`src/rtl/sr_cond_pkg.sv`:
```
// Shared definitions for the SR-latch input conditioner.
//   chan_state_t          : per-channel debounce state
//   DEFAULT_STABLE_CYCLES : default acceptance window (10 ms at 100 MHz)
package sr_cond_pkg;

  localparam int DEFAULT_STABLE_CYCLES = 1000000;

  typedef enum logic [1:0] {
    STABLE_LO = 2'd0,
    CHK_HI    = 2'd1,
    STABLE_HI = 2'd2,
    CHK_LO    = 2'd3
  } chan_state_t;

endpackage

```
`src/rtl/sr_input_conditioner_debounce_channel.sv`:
```
// debounce_channel: two-flop synchronizer, debounce FSM with stability
// counter, registered debounced level and one-cycle rising-edge strobe.
//   clk   : system clock
//   reset : synchronous, active-high
//   raw   : asynchronous, possibly bouncing switch input
//   level : debounced level
//   pulse : one-cycle strobe when level goes 0->1
//
// state     | meaning
// ----------+------------------------------------------------
// STABLE_LO | level is 0, synchronized input agrees
// CHK_HI    | input reads 1, counting toward acceptance of 1
// STABLE_HI | level is 1, synchronized input agrees
// CHK_LO    | input reads 0, counting toward acceptance of 0
module debounce_channel
  import sr_cond_pkg::*;
#(
  parameter int STABLE_CYCLES = DEFAULT_STABLE_CYCLES,
  parameter int CNT_W         = $clog2(STABLE_CYCLES + 1)
) (
  input  logic clk,
  input  logic reset,
  input  logic raw,
  output logic level,
  output logic pulse
);

  // The edge that loads the counter counts as the first stable cycle, so
  // acceptance happens on the edge where the count would reach
  // STABLE_CYCLES; the stored count therefore tops out one below it.
  localparam logic [CNT_W-1:0] CNT_LAST = CNT_W'(STABLE_CYCLES - 1);
  localparam logic [CNT_W-1:0] CNT_ONE  = CNT_W'(1);

  logic             sync1, sync2;
  chan_state_t      state, state_nxt;
  logic [CNT_W-1:0] cnt, cnt_nxt;
  logic             level_nxt, pulse_nxt;

  always_ff @(posedge clk) begin
    if (reset) begin
      sync1 <= 1'b0;
      sync2 <= 1'b0;
      state <= STABLE_LO;
      cnt   <= '0;
      level <= 1'b0;
      pulse <= 1'b0;
    end else begin
      sync1 <= raw;
      sync2 <= sync1;
      state <= state_nxt;
      cnt   <= cnt_nxt;
      level <= level_nxt;
      pulse <= pulse_nxt;
    end
  end

  always_comb begin
    state_nxt = state;
    cnt_nxt   = cnt;
    level_nxt = level;
    pulse_nxt = 1'b0;
    case (state)
      STABLE_LO: begin
        if (sync2) begin
          state_nxt = CHK_HI;
          cnt_nxt   = CNT_ONE;
        end
      end
      CHK_HI: begin
        if (!sync2) begin
          state_nxt = STABLE_LO;
          cnt_nxt   = '0;
        end else if (cnt == CNT_LAST) begin
          state_nxt = STABLE_HI;
          cnt_nxt   = '0;
          level_nxt = 1'b1;
          pulse_nxt = 1'b1;
        end else begin
          cnt_nxt = cnt + CNT_ONE;
        end
      end
      STABLE_HI: begin
        if (!sync2) begin
          state_nxt = CHK_LO;
          cnt_nxt   = CNT_ONE;
        end
      end
      CHK_LO: begin
        if (sync2) begin
          state_nxt = STABLE_HI;
          cnt_nxt   = '0;
        end else if (cnt == CNT_LAST) begin
          state_nxt = STABLE_LO;
          cnt_nxt   = '0;
          level_nxt = 1'b0;
        end else begin
          cnt_nxt = cnt + CNT_ONE;
        end
      end
      default: begin
        state_nxt = STABLE_LO;
        cnt_nxt   = '0;
        level_nxt = 1'b0;
      end
    endcase
  end

endmodule

```
`src/rtl/sr_input_conditioner.sv`:
```
// sr_input_conditioner: debounces the S and R switches and produces safe
// drive for a downstream SR latch (never S=R=1).
//   clk     : system clock
//   reset   : synchronous, active-high
//   sw_s    : raw set switch
//   sw_r    : raw reset switch
//   s_out   : debounced level of sw_s
//   r_out   : debounced level of sw_r
//   s_pulse : one-cycle strobe on s_out 0->1
//   r_pulse : one-cycle strobe on r_out 0->1
//   s_cmd   : latch S drive, s_out & ~r_out (registered)
//   r_cmd   : latch R drive, r_out & ~s_out (registered)
//   invalid : both debounced levels high (registered)
module sr_input_conditioner
  import sr_cond_pkg::*;
#(
  parameter int STABLE_CYCLES = DEFAULT_STABLE_CYCLES,
  parameter int CNT_W         = $clog2(STABLE_CYCLES + 1)
) (
  input  logic clk,
  input  logic reset,
  input  logic sw_s,
  input  logic sw_r,
  output logic s_out,
  output logic r_out,
  output logic s_pulse,
  output logic r_pulse,
  output logic s_cmd,
  output logic r_cmd,
  output logic invalid
);

  debounce_channel #(
    .STABLE_CYCLES(STABLE_CYCLES),
    .CNT_W        (CNT_W)
  ) u_chan_s (
    .clk  (clk),
    .reset(reset),
    .raw  (sw_s),
    .level(s_out),
    .pulse(s_pulse)
  );

  debounce_channel #(
    .STABLE_CYCLES(STABLE_CYCLES),
    .CNT_W        (CNT_W)
  ) u_chan_r (
    .clk  (clk),
    .reset(reset),
    .raw  (sw_r),
    .level(r_out),
    .pulse(r_pulse)
  );

  // Both channels are treated symmetrically: when both levels are high the
  // latch is left holding (S=R=0) rather than favouring either side.
  always_ff @(posedge clk) begin
    if (reset) begin
      s_cmd   <= 1'b0;
      r_cmd   <= 1'b0;
      invalid <= 1'b0;
    end else begin
      s_cmd   <= s_out & ~r_out;
      r_cmd   <= r_out & ~s_out;
      invalid <= s_out & r_out;
    end
  end

endmodule

```
`config.mk`:
```
export PLATFORM = sky130hd
export DESIGN_NAME = sr_input_conditioner
export DESIGN_NICKNAME = d
export VERILOG_FILES = /design/src/rtl/sr_cond_pkg.sv /design/src/rtl/sr_input_conditioner_debounce_channel.sv /design/src/rtl/sr_input_conditioner.sv
export SDC_FILE = /design/constraint.sdc
export NUM_CORES = 1
export LEC_CHECK = 0
export BUFFER_PORTS_ARGS = -buffer_cell sky130_fd_sc_hd__clkbuf_2
export CAP_MARGIN = 10
export CORE_ASPECT_RATIO = 0.7
export CORE_MARGIN = 2
export CORE_UTILIZATION = 50
export DETAILED_ROUTE_END_ITERATION = 10
export HOLD_SLACK_MARGIN = 0.1
export PLACE_DENSITY_LB_ADDON = 0.15
export SYNTH_ARGS = -nofsm -noshare
export SYNTH_HDL_FRONTEND = slang
export SYNTH_SLANG_ARGS = --single-unit
```
`constraint.sdc`:
```
create_clock -name clk -period 2.1 [get_ports clk]
set_input_delay 0.42 -clock clk [delete_from_list [all_inputs] [get_ports clk]]
set_output_delay 0.42 -clock clk [all_outputs]
set_load 0.02 [all_outputs]
```
==> results of run 1 <==
==> final timing paths <==
check                      to  slack [ns]
max          u_chan_s.cnt[12]        0.11
min            u_chan_s.sync1        0.31
max reg2reg  u_chan_s.cnt[12]        0.11
min reg2reg    u_chan_r.sync2        0.46
==> layout make-up <==
class	count	share of cell area
timing repair buffer	23	0.0494
clock buffer	5	0.0230
inverter	4	0.00503
tap	72	0.0302
sequential	55	0.369
multi-input combinational	237	0.515
clock inverter	3	0.00838
==> cell usage in the layout, fill, tap and decap left out, types with 4 or more instances in the layout <==
master / count
sky130_fd_sc_hd__a21o_1: 5
sky130_fd_sc_hd__nor2_1: 11
sky130_fd_sc_hd__nand4_1: 8
sky130_fd_sc_hd__clkbuf_2: 10
sky130_fd_sc_hd__and3_1: 8
sky130_fd_sc_hd__o21ai_0: 13
sky130_fd_sc_hd__nor2b_1: 4
sky130_fd_sc_hd__dfxtp_1: 55
sky130_fd_sc_hd__clkbuf_8: 5
sky130_fd_sc_hd__a31oi_1: 22
sky130_fd_sc_hd__nand2_1: 29
sky130_fd_sc_hd__a41oi_1: 7
sky130_fd_sc_hd__xor2_1: 5
sky130_fd_sc_hd__or2b_1: 4
sky130_fd_sc_hd__inv_1: 4
sky130_fd_sc_hd__nor3_1: 12
sky130_fd_sc_hd__nand3_1: 15
sky130_fd_sc_hd__and4_1: 4
sky130_fd_sc_hd__and2_1: 6
sky130_fd_sc_hd__a21oi_1: 23
sky130_fd_sc_hd__buf_4: 13
sky130_fd_sc_hd__nand2_2: 4
==> through the flow <==
| step | utilization | worst slack (ns) | hold WS (ns) |
|---|---|---|---|
| floorplan | - | 0.349 | 0.414 |
| global placement | 0.545 | 0.142 | 0.422 |
| detailed placement | 0.545 | 0.0882 | 0.426 |
| CTS | 0.563 | 0.0724 | 0.301 |
| global route | 0.571 | 0.00892 | 0.325 |
| finish | 0.571 | 0.109 | 0.313 |
==> sequential cells by signal, indices dropped and copies added (netlist names), named ones only <==
signal	cells
u_chan_s.level	1
u_chan_r.pulse	1
u_chan_s.state	1
u_chan_r.sync2	1
r_cmd	1
u_chan_s.pulse	1
u_chan_s.cnt	20
u_chan_r.cnt	20
s_cmd	1
u_chan_s.sync1	1
u_chan_r.sync1	1
u_chan_r.level	1
u_chan_s.sync2	1
u_chan_r.state	1
invalid	1
==> routing by layer <==
metal  GRT usage  part of all wire  up-vias
li1            -                 -     1185
met3      0.0459             0.065        2
met4      0.0429            0.0043        0
met1       0.334              0.56     1099
met2       0.257              0.37       77
met5           0                 0        -
==> power by group through the flow <==
stage	sequential (mW)	combinational (mW)	clock, mW
after global routing	1.07	0.0926	0.659
after global placement	1.09	0.0812	0
final	1.07	0.0816	0.598
after detailed placement	1.09	0.0809	0
after floorplan	1.09	0.0492	0
after CTS	1.07	0.0811	0.619
==> kinds of logic (layout without fill, tap and decap cells) <==
family          after synthesis  after routing  synth area share
buf+inv                      17             35            0.0339
fa+ha+maj                     2              2           0.00927
compound gates               88             89             0.213
xor+xnor                      8              8            0.0288
flops                        55             55             0.408
mux                           3              3            0.0111
simple gates                135            135             0.296
==> worst register-to-register path: stages (launching register included) <==
cell,delay (ns)
sky130_fd_sc_hd__dfxtp_1,0.38
sky130_fd_sc_hd__ha_1,0.22
sky130_fd_sc_hd__and4_1,0.28
sky130_fd_sc_hd__nand4_1,0.24
sky130_fd_sc_hd__o211ai_1,0.29
sky130_fd_sc_hd__buf_4,0.17
sky130_fd_sc_hd__buf_4,0.12
sky130_fd_sc_hd__a31o_2,0.09
sky130_fd_sc_hd__a31oi_1,0.07
==> repair_timing <==
| item | 4_1_cts | 5_1_grt |
|---|---|---|
| buffers inserted | 0 | 1 |
| setup endpoints to repair | 0 | 20 |
| hold buffers | 0 | 0 |
| resized for setup | 0 | 4 |
==> out/results.ini, run 1 <==
[power]
power.switching_mw = 0.421
share_comb_of_total_power = 0.047
cellLeakagePower_nw = 1.06
share_seq_of_total_power = 0.611
power.switching_fraction = 0.241
clockPowerShare = 0.342
power.internal_mw = 1.33
power.density_cell_area_nw_per_um2 = 585
vdd.ir_drop.worst_mv = 0.535
finalPower_mw = 1.75

[die]
io_pins = 11
effective_utilization_at_floorplan = 0.516
horiz_die_dim_um = 91.8
core.rowCount = 22
floorplan.die_area_um2 = 6010
placeableCoreArea_um2 = 5230
dieHeight_um = 65.5

[placed_design]
io_buffers = 10
gp_routability_congestion = 0.838
place.detailed.hpwl_um = 3950
placed_cells = 389
dpl-instance-area_um2 = 2850

[critical_path]
kind_of_end_point_of_the_critical_path = flop
cp-start-kind = flop
slowest_stage = sky130_fd_sc_hd__dfxtp_1
cp.arrival_ns = 2.17
critical_path_buf_inv_count = 2
cpLargestDelayFamily = simple AND/OR/NAND/NOR gates
startpoint = u_chan_s.cnt[0]
timing.critical_path.required_ns = 2.28
cp.depth = 8
worstPathMaxFanout = 4
crit_path_cell_trace = ha_1, and4_1, nand4_1, o211ai_1, buf_4, buf_4, a31o_2, a31oi_1
timing.critical_path.mode_cell = sky130_fd_sc_hd__buf_4
setup.worst_path.class = reg2reg
timing.rr.start = u_chan_s.cnt[0]
crit_path_max_incr_delay_ns = 0.38
reg2regPathDepth = 8

[routing]
vias = 2363
first_pass_iters = 5
wirelength_um = 5770
drcViolationCount = 0
wire_per_inst_um = 14.5
via_per_inst = 5.92
final_antenna_net_count = 0
number_of_drc_markers_in_iteration_0 = 155

[timing]
final_period_demand_of_the_worst_path_ns = 1.99
final_min_period_over_clock_period = 0.948
finalClockSkew_ns = 0.0102
achievable-frequency_mhz = 502
worst-slew-pin-transition_ns = 0.447
timing.final.max_slew_violations = 0
unrepaired_setup_endpoints_after_global_routing = no
finalSetupViolCount = 0
setup-tns-final_ns = 0
finalHoldViolations = 0
max-slew-margin-rel = 0.700

[cells_and_area]
layout.nets = 332
final-instance-count-excl-fill = 399
post_route_cells_drive_above_1_share = 0.165
final-seq-area_um2 = 1100
final_cell_area_um2 = 2990
antenna-diode-count = 0
final.fill_count = 484
multiInputGateArea_um2 = 1540
post_synthesis_to_final_layout_area_growth_pct = 10.8

[yosys]
synth-edff-count = 0
ys.flop_type = sky130_fd_sc_hd__dfxtp_1
yosysWarningCount = 0
synth_area_per_cell_um2 = 8.76
post_synthesis_cell_area_um2 = 2700
synthMostInstantiatedCell = sky130_fd_sc_hd__dfxtp_1
synth_top_area_cell = sky130_fd_sc_hd__dfxtp_1
post_synth_most_frequent_cells = 55 x sky130_fd_sc_hd__dfxtp_1, 29 x sky130_fd_sc_hd__nand2_1, 23 x sky130_fd_sc_hd__a21oi_1
asyncSetResetFlopFracSynth = 0
synth_cell_types = 59
mapped_nets = 314
netlist_top_cells_area = sky130_fd_sc_hd__dfxtp_1 41%, sky130_fd_sc_hd__a31oi_1 5.1%, sky130_fd_sc_hd__a21oi_1 4.3%
synth_seq_cells = 55
synth_top_area_frac = 0.408
synth-seq-area-share = 0.408
post_synth_inst_count = 308

[hold_path]
min_from = sw_s
holdPathStages = 2
min_path_type = in2reg

[clock_network]
clock_tree.buffer_depth = 2
h-tree-depth = 2
numCtsBuffers = 5
clkSlewWorstSetupHoldPaths_ns = 0.11
numClockSinks = 55
clock_insertion_delay_worst_skew_ns = 0.30
clock-root-buffer = sky130_fd_sc_hd__clkbuf_8
tritoncts_clock_tree = done

[outcome]
outcome = finished, final reports clean

[grt]
grt_start_max_net_pins = 26
grt_antenna_before_repair = 0
vias_in_the_first_global_route = 2038
global_route_wire_length_before_repair_um = 9780
grtUsageTotal = 0.202
globalRouteOverflowTotal = 0

[job]
max_cap_viol_count = 0

Power figures use the tool's default switching activity.
==> run 2: changes to the inputs <==
clock period = 2 ns   (was 2.1 ns; I/O delays follow)
==> out/results.ini, run 2 (synthesis results as in run 1) <==
[outcome]
outcome = finished, final reports clean  ; unchanged

[cells_and_area]
layout.nets = 340  ; was 332
reg_top3 = u_chan_r.cnt (20), u_chan_s.cnt (20)  ; unchanged
final.fill_count = 493  ; was 484
layout.cells.most_common = sky130_fd_sc_hd__dfxtp_1  ; unchanged
post_route_cells_drive_above_1_share = 0.188  ; was 0.165
most_used_cells_in_the_layout_excluding_fill_and_tap_cells = 55 x sky130_fd_sc_hd__dfxtp_1, 29 x sky130_fd_sc_hd__nand2_1, 23 x sky130_fd_sc_hd__a21oi_1  ; unchanged
finalCoreUtilization = 0.590  ; was 0.571
antenna-diode-count = 0  ; unchanged
post_synthesis_to_final_layout_area_growth_pct = 14.4  ; was 10.8%
final-instance-count-excl-fill = 407  ; was 399
final-seq-area_um2 = 1100  ; unchanged
multiInputGateArea_um2 = 1570  ; was 1540 um2

[timing]
max-slew-margin-rel = 0.695  ; was 0.700
fin_worst_hold_slack_ns = 0.289  ; was 0.313 ns
final_min_period_over_clock_period = 0.947  ; was 0.948
final_period_demand_of_the_worst_path_ns = 1.89  ; was 1.99 ns
timing.final.max_slew_violations = 0  ; unchanged
worst-slew-pin-transition_ns = 0.455  ; was 0.447 ns
achievable-frequency_mhz = 528  ; was 502 MHz
finalClockSkew_ns = 0.00630  ; was 0.0102 ns
setup-tns-final_ns = 0  ; unchanged
finalSetupViolCount = 0  ; unchanged
finalHoldViolations = 0  ; unchanged

[placed_design]
place.detailed.hpwl_um = 4030  ; was 3950 um
gp_routability_congestion = 0.810  ; was 0.838
io_buffers = 10  ; unchanged
placed_cells = 393  ; was 389

[job]
max_cap_viol_count = 0  ; unchanged

[clock_network]
numClockSinks = 55  ; unchanged
clkSlewWorstSetupHoldPaths_ns = 0.10  ; was 0.11 ns
numCtsBuffers = 5  ; unchanged
h-tree-depth = 2  ; unchanged
clock-root-buffer = sky130_fd_sc_hd__clkbuf_8  ; unchanged
tritoncts_clock_tree = done  ; unchanged
clock_tree.buffer_depth = 2  ; unchanged
clock_insertion_delay_worst_skew_ns = 0.31  ; was 0.30 ns

[power]
power.switching_fraction = 0.223  ; was 0.241
share_comb_of_total_power = 0.045  ; was 0.047
clockPowerShare = 0.395  ; was 0.342
cellLeakagePower_nw = 1.11  ; was 1.06 nW
power.density_cell_area_nw_per_um2 = 648  ; was 585 nW/um2
power.internal_mw = 1.55  ; was 1.33 mW
share_seq_of_total_power = 0.560  ; was 0.611
power.switching_mw = 0.446  ; was 0.421 mW
vdd.ir_drop.worst_mv = 0.353  ; was 0.535 mV

[die]
core.rowCount = 22  ; unchanged
effective_utilization_at_floorplan = 0.516  ; unchanged
placeableCoreArea_um2 = 5230  ; unchanged
io_pins = 11  ; unchanged
floorplan.die_area_um2 = 6010  ; unchanged
dieHeight_um = 65.5  ; unchanged
horiz_die_dim_um = 91.8  ; unchanged

[routing]
number_of_drc_markers_in_iteration_0 = 222  ; was 155
drcViolationCount = 0  ; unchanged
via_per_inst = 5.90  ; was 5.92
wirelength_um = 6210  ; was 5770 um
final_antenna_net_count = 0  ; unchanged
first_pass_iters = 7  ; was 5
wire_per_inst_um = 15.3  ; was 14.5 um
vias = 2403  ; was 2363

[grt]
grtUsageTotal = 0.208  ; was 0.202
globalRouteOverflowTotal = 0  ; unchanged
grt.met2_usage = 0.275  ; was 0.257
vias_in_the_first_global_route = 2077  ; was 2038
grt_start_max_net_pins = 26  ; unchanged
globalRouteMet3Util = 0.0562  ; was 0.0459
global_route_wire_length_before_repair_um = 10100  ; was 9780 um
top_usage_layer = met1  ; unchanged
grt_antenna_before_repair = 0  ; unchanged
grt.met1_usage = 0.322  ; was 0.334

[critical_path]
worstPathMaxFanout = 6  ; was 4
kind_of_end_point_of_the_critical_path = flop  ; unchanged
timing.critical_path.required_ns = 2.25  ; was 2.28 ns
cp-start-kind = flop  ; unchanged
cp.arrival_ns = 2.14  ; was 2.17 ns
setup.worst_path.class = reg2reg  ; unchanged

[hold_path]
min_path_type = in2reg  ; unchanged

run 2: worst max-delay path: stages, from the launching register on:
cell	delay, ns
sky130_fd_sc_hd__dfxtp_1	0.34
sky130_fd_sc_hd__ha_1	0.24
sky130_fd_sc_hd__and4_1	0.23
sky130_fd_sc_hd__nand4_1	0.09
sky130_fd_sc_hd__buf_4	0.16
sky130_fd_sc_hd__o211ai_1	0.09
sky130_fd_sc_hd__buf_4	0.19
sky130_fd_sc_hd__buf_4	0.15
sky130_fd_sc_hd__a31o_2	0.21
sky130_fd_sc_hd__a31oi_1	0.14
run 2: area by class of cell:
class,count,share of cell area
Clock buffer,6,0.0268
Tap cell,72,0.0292
Clock inverter,2,0.0126
Multi-Input combinational cell,239,0.507
Timing Repair Buffer,29,0.0624
Sequential cell,55,0.357
Inverter,4,0.00486
run 2: timing repair:
item,in CTS,in global routing
gates resized for setup,0,5
setup buffers,0,3
hold buffers,0,0
setup endpoints to repair,0,27
run 2: worst paths after layout:
check / startpoint / slack (ns) / cells past startpoint / end
worst max-delay path: u_chan_s.cnt[0] / 0.11 / 9 / u_chan_s.cnt[12]
worst min-delay path: sw_s / 0.29 / 2 / u_chan_s.sync1
worst max register to register: u_chan_s.cnt[0] / 0.11 / 9 / u_chan_s.cnt[12]
worst min register to register: u_chan_s.sync1 / 0.45 / 1 / u_chan_s.sync2
run 2: stage by stage:
step                      power (mW)  cell area, um2  setup slack [ns]
after global routing            2.07            3090           -0.0327
final                           2.00            3090             0.106
after floorplan                 1.20            2700             0.249
after CTS                       2.02            3000            0.0447
after detailed placement        1.23            2880            0.0762
after global placement          1.23            2880             0.110
run 2: power by group through the flow:
stage          Clock (mW)  Combinational, mW  Sequential [mW]
2_1_floorplan           0             0.0517             1.15
3_3_place_gp            0             0.0870             1.15
3_5_place_dp            0             0.0882             1.15
4_1_cts             0.808             0.0882             1.12
5_1_grt             0.848             0.0987             1.12
6_report            0.790             0.0894             1.12
run 2: layer usage:
metal / vias up / part of all wire
li1: 1213 / -
met1: 1113 / 0.55
met2: 72 / 0.38
met3: 5 / 0.062
met4: 0 / 0.0092
met5: - / 0
==> run 3: changes to the inputs <==
BUFFER_PORTS_ARGS = unset   (was -buffer_cell sky130_fd_sc_hd__clkbuf_2)
DONT_BUFFER_PORTS = 1   (was unset)
==> out/results.ini, run 3 (synthesis results as in run 1) <==
[timing]
finalClockSkew_ns = 0.0123  ; was 0.00630 ns
fin_worst_hold_slack_ns = 0.131  ; was 0.289 ns
final_min_period_over_clock_period = 0.941  ; was 0.947
worst-slew-pin-transition_ns = 1.03  ; was 0.455 ns
achievable-frequency_mhz = 531  ; was 528 MHz
final_period_demand_of_the_worst_path_ns = 1.88  ; was 1.89 ns
timing.final.max_slew_violations = 0  ; unchanged
finalHoldViolations = 0  ; unchanged
finalSetupViolCount = 0  ; unchanged
max-slew-margin-rel = 0.310  ; was 0.695

[power]
vdd.ir_drop.worst_mv = 0.424  ; was 0.353 mV
power.density_cell_area_nw_per_um2 = 608  ; was 648 nW/um2
cellLeakagePower_nw = 1.07  ; was 1.11 nW

[critical_path]
kind_of_end_point_of_the_critical_path = flop  ; unchanged
crit_path_max_incr_delay_ns = 0.40  ; was 0.34 ns
critical_path_buf_inv_count = 1  ; was 3
cp-start-kind = flop  ; unchanged
crit_path_cell_trace = nor4b_1, nand4_1, buf_4, or3_4, nand2_1, a31oi_1  ; was ha_1, and4_1, nand4_1, buf_4, o211ai_1, buf_4, buf_4, a31o_2, a31oi_1
worstPathMaxFanout = 6  ; unchanged
setup.worst_path.class = reg2reg  ; unchanged
slowest_stage = sky130_fd_sc_hd__nor4b_1  ; was sky130_fd_sc_hd__dfxtp_1
cp.arrival_ns = 2.09  ; was 2.14 ns
timing.critical_path.required_ns = 2.21  ; was 2.25 ns
cpLargestDelayFamily = simple AND/OR/NAND/NOR gates  ; was buffers and inverters

[clock_network]
clock-root-buffer = sky130_fd_sc_hd__clkbuf_8  ; unchanged
clock_tree.buffer_depth = 2  ; unchanged
numClockSinks = 55  ; unchanged
tritoncts_clock_tree = done  ; unchanged
clock_insertion_delay_worst_skew_ns = 0.32  ; was 0.31 ns
clkSlewWorstSetupHoldPaths_ns = 0.11  ; was 0.10 ns
numCtsBuffers = 5  ; unchanged
h-tree-depth = 2  ; unchanged

[placed_design]
place.detailed.hpwl_um = 4070  ; was 4030 um
gp_routability_congestion = 0.836  ; was 0.810
dpl-instance-area_um2 = 2820  ; was 2880 um2
io_buffers = 0  ; was 10
placed_cells = 382  ; was 393

[grt]
globalRouteOverflowTotal = 0  ; unchanged
grtUsageTotal = 0.203  ; was 0.208
grt_start_max_net_pins = 26  ; unchanged
vias_in_the_first_global_route = 1954  ; was 2077
global_route_wire_length_before_repair_um = 9590  ; was 10100 um
grt_antenna_before_repair = 0  ; unchanged

[hold_path]
min_path_type = in2reg  ; unchanged

[cells_and_area]
multiInputGateArea_um2 = 1560  ; was 1570 um2
final-instance-count-excl-fill = 396  ; was 407
final-seq-area_um2 = 1100  ; about the same
finalCoreUtilization = 0.575  ; was 0.590
layout.nets = 329  ; was 340
layout.cells.most_common = sky130_fd_sc_hd__dfxtp_1  ; unchanged
most_used_cells_in_the_layout_excluding_fill_and_tap_cells = 54 x sky130_fd_sc_hd__dfxtp_1, 29 x sky130_fd_sc_hd__nand2_1, 23 x sky130_fd_sc_hd__a21oi_1  ; was 55 x sky130_fd_sc_hd__dfxtp_1, 29 x sky130_fd_sc_hd__nand2_1, 23 x sky130_fd_sc_hd__a21oi_1
reg_top3 = u_chan_r.cnt (20), u_chan_s.cnt (20)  ; unchanged
final_cell_area_um2 = 3010  ; was 3090 um2
post_route_cells_drive_above_1_share = 0.176  ; was 0.188
final.fill_count = 490  ; was 493
post_synthesis_to_final_layout_area_growth_pct = 11.5  ; was 14.4%
antenna-diode-count = 0  ; unchanged

[die]
io_pins = 11  ; unchanged
effective_utilization_at_floorplan = 0.516  ; unchanged
floorplan.die_area_um2 = 6010  ; unchanged
horiz_die_dim_um = 91.8  ; unchanged
dieHeight_um = 65.5  ; unchanged
placeableCoreArea_um2 = 5230  ; unchanged
core.rowCount = 22  ; unchanged

[routing]
first_pass_iters = 4  ; was 7
vias = 2361  ; was 2403
wirelength_um = 6000  ; was 6210 um
final_antenna_net_count = 0  ; unchanged
via_per_inst = 5.96  ; was 5.90
drcViolationCount = 0  ; unchanged
wire_per_inst_um = 15.1  ; was 15.3 um
number_of_drc_markers_in_iteration_0 = 259  ; was 222

[job]
max_cap_viol_count = 0  ; unchanged

[outcome]
outcome = finished, final reports clean  ; unchanged

==> run 3: cell types whose count changed in the layout (fill, tap and decap cells not counted), sizes merged <==
| cell | previous run | this run |
|---|---|---|
| buf | 19 | 20 |
| o211a | 3 | 1 |
| bufinv | 1 | 0 |
| clkbuf | 16 | 5 |
| clkinv | 0 | 2 |
==> run 3: metrics by stage <==
step / setup WS (ns) / setup TNS (ns) / power [mW]
4_1_cts: 0.0555 / 0 / 1.85
6_report: 0.117 / 0 / 1.83
2_1_floorplan: 0.249 / 0 / 1.20
3_5_place_dp: 0.0676 / 0 / 1.21
3_3_place_gp: 0.156 / 0 / 1.21
5_1_grt: -0.0110 / -0.0110 / 1.91
==> run 3: what timing repair did <==
action / in CTS / in global routing
setup endpoints to repair: 0 / 22
hold buffers: 0 / 0
setup buffers: 0 / 5
gates resized for setup: 0 / 10
==> run 3: final timing paths <==
kind | startpoint | endpoint | slack [ns] | depth (start not counted)
setup / recovery | u_chan_s.cnt[6] | u_chan_s.level | 0.12 | 6
hold / removal | reset | flop | 0.13 | 1
setup reg to reg | u_chan_s.cnt[6] | u_chan_s.level | 0.12 | 6
hold reg to reg | u_chan_r.sync1 | u_chan_r.sync2 | 0.45 | 1
==> run 3: worst reg2reg max path, cell delays in order, from the launching register on <==
cell	delay, ns
sky130_fd_sc_hd__dfxtp_1	0.37
sky130_fd_sc_hd__nor4b_1	0.40
sky130_fd_sc_hd__nand4_1	0.26
sky130_fd_sc_hd__buf_4	0.21
sky130_fd_sc_hd__or3_4	0.38
sky130_fd_sc_hd__nand2_1	0.08
sky130_fd_sc_hd__a31oi_1	0.08
==> run 3: cell type report <==
class                   count  area share
repair buffers             20      0.0499
clock buffers               5      0.0229
inverters                   4     0.00499
well taps                  72      0.0299
multi-input cells         237       0.519
clock inverters             3     0.00748
flip-flops and latches     55       0.366
==> run 3: metal layers <==
| layer | vias to the layer above | track usage | share of wire |
|---|---|---|---|
| met5 | - | 0 | 0 |
| met4 | 0 | 0.0616 | 0.010 |
| met3 | 5 | 0.0505 | 0.068 |
| met2 | 68 | 0.265 | 0.40 |
| met1 | 1104 | 0.320 | 0.52 |
| li1 | 1184 | - | - |
==> run 3: power by group <==
| group | leakage [nW] | internal [mW] | switching, mW |
|---|---|---|---|
| clock network | 0.0485 | 0.252 | 0.388 |
| registers | 0.445 | 1.11 | 0.0198 |
| logic | 0.575 | 0.0249 | 0.0380 |
| total | 1.07 | 1.38 | 0.446 |
